## config.mk

```make
export PLATFORM = sky130hd
export DESIGN_NAME = chip8_alu_seq
export DESIGN_NICKNAME = d
export VERILOG_FILES = /design/src/rtl/chip8_pkg.sv /design/src/rtl/chip8_alu_seq.sv
export SDC_FILE = /design/constraint.sdc
export NUM_CORES = 1
export LEC_CHECK = 0
export ABC_AREA = 1
export CAP_MARGIN = 40
export CORE_UTILIZATION = 42
export DETAILED_ROUTE_END_ITERATION = 10
export PLACE_DENSITY_LB_ADDON = 0.15
export SLEW_MARGIN = 20
export SYNTH_ARGS = -nofsm -noshare
export SYNTH_HDL_FRONTEND = slang
export SYNTH_SLANG_ARGS = --single-unit
export TNS_END_PERCENT = 1
```

## constraint.sdc

```tcl
create_clock -name clk -period 2.6 [get_ports clk]
set_input_delay 0.52 -clock clk [delete_from_list [all_inputs] [get_ports clk]]
set_output_delay 0.52 -clock clk [all_outputs]
set_load 0.01 [all_outputs]
```

## src/rtl/chip8_pkg.sv

```systemverilog
// ============================================================================
// Module      : chip8_pkg
// Description : Shared definitions for the CHIP-8 8XYN execute sequencer:
//               ALU op codes, sequencer state encoding and the legal-N test.
// Revision    : 1.0 - initial release
// ============================================================================
`default_nettype none

package chip8_pkg;

  // ALU operation codes, equal to the low nibble of an 8XYN opcode
  localparam logic [3:0] ALU_LD  = 4'h0;
  localparam logic [3:0] ALU_OR  = 4'h1;
  localparam logic [3:0] ALU_AND = 4'h2;
  localparam logic [3:0] ALU_XOR = 4'h3;
  localparam logic [3:0] ALU_ADD = 4'h4;
  localparam logic [3:0] ALU_SUB = 4'h5;
  localparam logic [3:0] ALU_SHR = 4'h6;
  localparam logic [3:0] ALU_RSB = 4'h7;
  localparam logic [3:0] ALU_SHL = 4'hE;

  // Sequencer state encoding
  localparam logic [2:0] C_ST_IDLE  = 3'd0;
  localparam logic [2:0] C_ST_RD_X  = 3'd1;
  localparam logic [2:0] C_ST_RD_Y  = 3'd2;
  localparam logic [2:0] C_ST_CAP   = 3'd3;
  localparam logic [2:0] C_ST_EXEC  = 3'd4;
  localparam logic [2:0] C_ST_WB_VF = 3'd5;
  localparam logic [2:0] C_ST_ILL   = 3'd6;

  typedef enum logic [2:0] {
    ST_IDLE  = C_ST_IDLE,
    ST_RD_X  = C_ST_RD_X,
    ST_RD_Y  = C_ST_RD_Y,
    ST_CAP   = C_ST_CAP,
    ST_EXEC  = C_ST_EXEC,
    ST_WB_VF = C_ST_WB_VF,
    ST_ILL   = C_ST_ILL
  } state_t;

  // True for the N nibbles the ALU implements
  function automatic logic is_legal_n(input logic [3:0] n);
    logic ok;
    case (n)
      ALU_LD, ALU_OR, ALU_AND, ALU_XOR,
      ALU_ADD, ALU_SUB, ALU_SHR, ALU_RSB, ALU_SHL: ok = 1'b1;
      default:                                     ok = 1'b0;
    endcase
    return ok;
  endfunction

endpackage

`default_nettype wire

```

## src/rtl/chip8_alu_seq.sv

```systemverilog
// ============================================================================
// Module      : chip8_alu_seq
// Description : Execute sequencer for CHIP-8 8XYN register-register
//               instructions. Reads Vx then Vy through one synchronous
//               register-file port, drives the external combinational ALU,
//               writes Vx and then (if requested by the ALU) VF.
// Optional    : CHIP8_SHIFT_VY_QUIRK_EN - shifts (N=6/E) take Vy as the
//               operand (COSMAC behaviour); default shifts Vx in place.
// Ports       : clk, rst              - clock, synchronous active-high reset
//               op_valid/op_ready     - opcode handshake
//               opcode                - {4'h8, x, y, n}
//               done / illegal        - one-cycle retire / reject pulses
//               rf_raddr / rf_rdata   - register-file read port (1-cycle)
//               rf_we/waddr/wdata     - register-file write port
//               alu_a/b/op            - ALU operands and op
//               alu_out/vf_wr/carry   - ALU result, VF request, flag
// Revision    : 1.0 - initial release
// ============================================================================
`default_nettype none

module chip8_alu_seq
  import chip8_pkg::*;
#(
  parameter logic [3:0] VF_ADDR   = 4'hF,
  parameter int         RF_RD_LAT = 1
) (
  input  logic        clk,
  input  logic        rst,
  input  logic        op_valid,
  output logic        op_ready,
  input  logic [15:0] opcode,
  output logic        done,
  output logic        illegal,
  output logic [3:0]  rf_raddr,
  input  logic [7:0]  rf_rdata,
  output logic        rf_we,
  output logic [3:0]  rf_waddr,
  output logic [7:0]  rf_wdata,
  output logic [7:0]  alu_a,
  output logic [7:0]  alu_b,
  output logic [3:0]  alu_op,
  input  logic [7:0]  alu_out,
  input  logic        alu_vf_wr,
  input  logic        alu_carry
);

  // The read pipeline below assumes data arrives exactly one cycle after the
  // address; any other latency would silently misalign the operand captures.
  generate
    if (RF_RD_LAT != 1) begin : g_bad_rd_lat
      $error("chip8_alu_seq: RF_RD_LAT must be 1");
    end
  endgenerate

  state_t     r_state;
  state_t     w_next;
  logic [3:0] r_x;
  logic [3:0] r_y;
  logic [3:0] r_n;
  logic [7:0] r_a;
  logic [7:0] r_b;
  logic       r_flag;
  logic       r_vfw;
  logic       w_legal;
  logic       w_xfer;
  logic       w_shift_vy;

  assign w_legal = (opcode[15:12] == 4'h8) && is_legal_n(opcode[3:0]);
  assign w_xfer  = op_valid && (r_state == ST_IDLE);

`ifdef CHIP8_SHIFT_VY_QUIRK_EN
  assign w_shift_vy = (r_n == ALU_SHR) || (r_n == ALU_SHL);
`else
  assign w_shift_vy = 1'b0;
`endif

  always_ff @(posedge clk) begin
    if (rst) begin
      r_state <= ST_IDLE;
      r_x     <= 4'h0;
      r_y     <= 4'h0;
      r_n     <= 4'h0;
      r_a     <= 8'h00;
      r_b     <= 8'h00;
      r_flag  <= 1'b0;
      r_vfw   <= 1'b0;
    end else begin
      r_state <= w_next;
      if (w_xfer) begin
        r_x <= opcode[11:8];
        r_y <= opcode[7:4];
        r_n <= opcode[3:0];
      end
      // Read data lags the address by one cycle: Vx lands while Vy is
      // being addressed, Vy lands in CAP.
      if (r_state == ST_RD_Y) r_a <= rf_rdata;
      if (r_state == ST_CAP)  r_b <= rf_rdata;
      if (r_state == ST_EXEC) begin
        r_flag <= alu_carry;
        r_vfw  <= alu_vf_wr;
      end
    end
  end

  always_comb begin
    w_next   = r_state;
    op_ready = 1'b0;
    done     = 1'b0;
    illegal  = 1'b0;
    rf_raddr = 4'h0;
    rf_we    = 1'b0;
    rf_waddr = 4'h0;
    rf_wdata = 8'h00;
    alu_a    = r_a;
    alu_b    = r_b;
    alu_op   = r_n;

    case (r_state)
      ST_IDLE: begin
        op_ready = 1'b1;
        if (op_valid) w_next = w_legal ? ST_RD_X : ST_ILL;
      end
      ST_RD_X: begin
        rf_raddr = r_x;
        w_next   = ST_RD_Y;
      end
      ST_RD_Y: begin
        rf_raddr = r_y;
        w_next   = ST_CAP;
      end
      ST_CAP: begin
        w_next = ST_EXEC;
      end
      ST_EXEC: begin
        if (w_shift_vy) alu_a = r_b;
        rf_we    = 1'b1;
        rf_waddr = r_x;
        rf_wdata = alu_out;
        if (alu_vf_wr) begin
          w_next = ST_WB_VF;
        end else begin
          done   = 1'b1;
          w_next = ST_IDLE;
        end
      end
      ST_WB_VF: begin
        // Issued strictly after the Vx write so that x==F ends with the flag
        rf_we    = r_vfw;
        rf_waddr = VF_ADDR;
        rf_wdata = {7'b0, r_flag};
        done     = 1'b1;
        w_next   = ST_IDLE;
      end
      ST_ILL: begin
        illegal = 1'b1;
        w_next  = ST_IDLE;
      end
      default: begin
        w_next = ST_IDLE;
      end
    endcase

    // Reset aborts the instruction in the cycle it is asserted
    if (rst) begin
      rf_we   = 1'b0;
      done    = 1'b0;
      illegal = 1'b0;
    end
  end

endmodule

`default_nettype wire

```

==> summary.md <==
| Metric | Value |
|---|---|
| RSZ-0062 raised after global routing | `false` |
| DP Wirelength | `2810 um` |
| Root Driver | `clkbuf_4` |
| Max Root-Sink Buffers | `2` |
| Worst EP required | `2080 ps` |
| Leak Pwr | `0.892 nW` |
| Core footprint | `between 3000 and 4000 um^2` |
| Worst path slowest cell | `clkdlybuf4s50_1` |
| Maximum clock rate | `roughly 0.41 GHz` |
| Inserted Clock Buffers | `5` |
| FILL cells | `approximately 310` |
| Iteration count of the initial detailed-routing pass | `4` |
| Seq pwr share | `about two fifths` |
| Die width | `~61 um` |
| Worst IR drop on VDD | `0.000602 V` |
| CTS tree | `built` |
| Synth warn | `0` |
| Gr usage total | `between 20 and 25%` |
| Syn Area/Cell | `7.01 um^2` |
| Setup tns final | `0 ps` |
| Clock network power share | `between 10% and 20%` |
| Initial DRC count | `44` |
| Commonest non-fill, non-tap cells in the layout | `clkdlybuf4s50_1 (76), nand2_1 (43), nor2_1 (32), dfxtp_1 (32), a21oi_1 (31)` |
| CP Capture Type | `primary output` |
| Via density | `4.76` |
| CP dominant cell by count | `inv_4` |
| Htree depth | `2` |
| Non-filler cells in the finished layout | `332` |
| Routed Wire Length | `roughly 3800 um` |
| Logic pwr share | `between 40 and 50%` |
| Clk_lat worst skew | `roughly 310 ps` |
| Sw Ratio | `37.7%` |
| Sequential area share after synthesis | `a little under half` |
| # setup viols final | `0` |
| Routability cong. | `approximately 0.76` |
| Syn Inst Count | `roughly 210` |
| FP Rows | `21` |
| Total congestion overflow | `0` |
| Part of the cycle the worst path needs | `a little over nine tenths` |
| Power Density | `between 700 and 800 nW/um^2` |
| Hold Crit Class | `reg -> reg` |
| Vias in the first global route | `between 1k and 1.5k` |
| DIE HEIGHT | `60.9 um` |
| DIE AREA | `roughly 3700 um^2` |
| ANT cells | `0` |
| Internal | `~1.1 mW` |
| Crit path arrival time | `1930 ps` |
| Crit Path Class | `reg -> out` |
| Top Ports | `between 70 and 80` |
| Placement Cell Area | `approximately 2200 um^2` |
| Worst-Margin Slew | `roughly 500 ps` |
| Detail Route Antenna Nets | `0` |
| Slew HR | `between 60% and 70%` |
| Minimum clock period | `approximately 2500 ps` |
| DRC | `0` |
| Distinct cell type count after synthesis | `18` |
| Netlist Area Pre-Place | `~1500 um^2` |
| TritonCTS sink count | `33` |
| Commonest non-fill, non-tap cell in the layout | `clkdlybuf4s50_1` |
| Crit path max fanout | `13` |
| Post-CTS Setup Bufs | `0` |
| Layout cells sized above 1 | `around 7.7%` |
| Cell family with most CP delay | `buffers and inverters` |
| Startpoint class of the critical path | `register` |
| Port Buf Inserts | `76` |
| Net count, final | `324` |
| WL/cell | `roughly 11 um` |
| CP bufs+invs | `3` |
| Initial core utilization | `43.7%` |
| Antenna violations before repair | `0` |
| Max-cap violations | `0` |
| Clock transition at the registers of the reported paths | `90 ps` |
| Yosys top cell area share | `between 40% and 50%` |
| Area leader, netlist | `dfxtp_1` |
| Synth Register Bits | `33` |
| Final Hold Violating Endpoints | `0` |
| Vias | `around 1.6k` |
| Setup Skew | `about 4.7 ps` |
| Dominant cells by area after synthesis | `dfxtp_1 (45%), nand2_1 (11%), a21oi_1 (11%)` |
| First-pass GRT wire length | `between 6000 and 7000 um` |
| Slew Limit Fails | `0` |
| Syn_nets | `245` |
| Placed Instances | `326` |
| CP peak stage delay | `560 ps` |
| CP cell instances | `inv_4, nand3_4, inv_4, nand2_1, o21ai_1, clkdlybuf4s50_1` |
| Largest net degree at the start of global routing | `23` |
| Net switching power | `0.653 mW` |
| Outcome | `finished, final reports clean` |
| Area Growth Syn to Fin | `57.4%` |
| Final instance area | `2300 um^2` |
## area by class of cell
type	count	area [um^2]	area share [%]
flip-flops and latches	33	662	28.8
inverters	25	98.8	4.31
clock buffers	5	37.5	1.63
well taps	46	57.6	2.51
multi-input cells	143	652	28.4
repair buffers	79	783	34.1
clock inverters	1	5.00	0.218
## metrics by stage
stage                     setup WS (ps)  hold WS (ps)  util (%)  power (mW)
after floorplan                    1050           439         -        1.16
after global placement              256           450      67.3        1.47
after detailed placement            242           456      67.3        1.49
after CTS                          4.39           468      68.6        1.73
after global routing               16.7           486      68.8        1.86
final                               150           468      68.8        1.73
## state kept, by name (all words and copies together) (netlist names)
name / flops
r_state: 3
r_flag: 1
r_y: 4
alu_b: 8
alu_op: 4
r_a: 8
r_x: 4
r_vfw: 1
## repair_timing
item / 4_1_cts / 5_1_grt
hold buffers: 0 / 0
setup endpoints to repair: 0 / 5
hold endpoints to repair: 0 / 0
gates resized for setup: 0 / 3
## synthesized netlist by cell type
cell type,n
nand2_1,43
nand3_1,16
clkbuf_1,3
nand3_2,1
inv_2,6
inv_1,19
a21oi_1,31
o21ai_1,4
nor2_4,1
nand3_4,1
nor4_1,1
nor2_1,32
buf_4,1
nand4_1,1
o21ai_0,9
nand2_2,3
buf_6,3
dfxtp_1,33
## worst paths after layout
path,startpoint,to,slack [ps],cells past startpoint
worst max-delay path,r_state[0],rf_raddr[0],150,6
worst min-delay path,alu_op[2],alu_op[2],470,2
worst max register to register,r_state[0],r_y[1],1100,7
worst min register to register,alu_op[2],alu_op[2],470,2
## power groups by stage
stage,logic [mW],clock network (mW),registers (mW)
floorplan,0.445,0,0.712
global placement,0.777,0,0.696
detailed placement,0.788,0,0.697
CTS,0.793,0.253,0.687
global route,0.874,0.283,0.705
finish,0.794,0.246,0.689
## per-layer routing
| metal | wire length [um] | up-vias | global-route usage [%] |
|---|---|---|---|
| li1 | - | 823 | - |
| met1 | 1580 | 704 | 24.4 |
| met2 | 1920 | 52 | 41.3 |
| met3 | 253 | 2 | 7.04 |
| met4 | 9 | 0 | 4.55 |
| met5 | 0 | - | 0 |
## worst register-to-register path: stages, from the launching register on
cell,delay (ps)
dfxtp_1,490
inv_4,130
nand2_2,130
nor2_4,40
buf_4,190
nand2_2,210
nand2_1,100
a21oi_1,140
## cells by family after synthesis
kind of cell | after synthesis | share of synthesized area [%]
AND/OR/NAND/NOR | 99 | 29.6
AO/OA/AOI/OAI | 44 | 15.1
buffers and inverters | 32 | 10.0
flip-flops | 33 | 45.3
No activity file was read; power rests on OpenSTA's default activity.
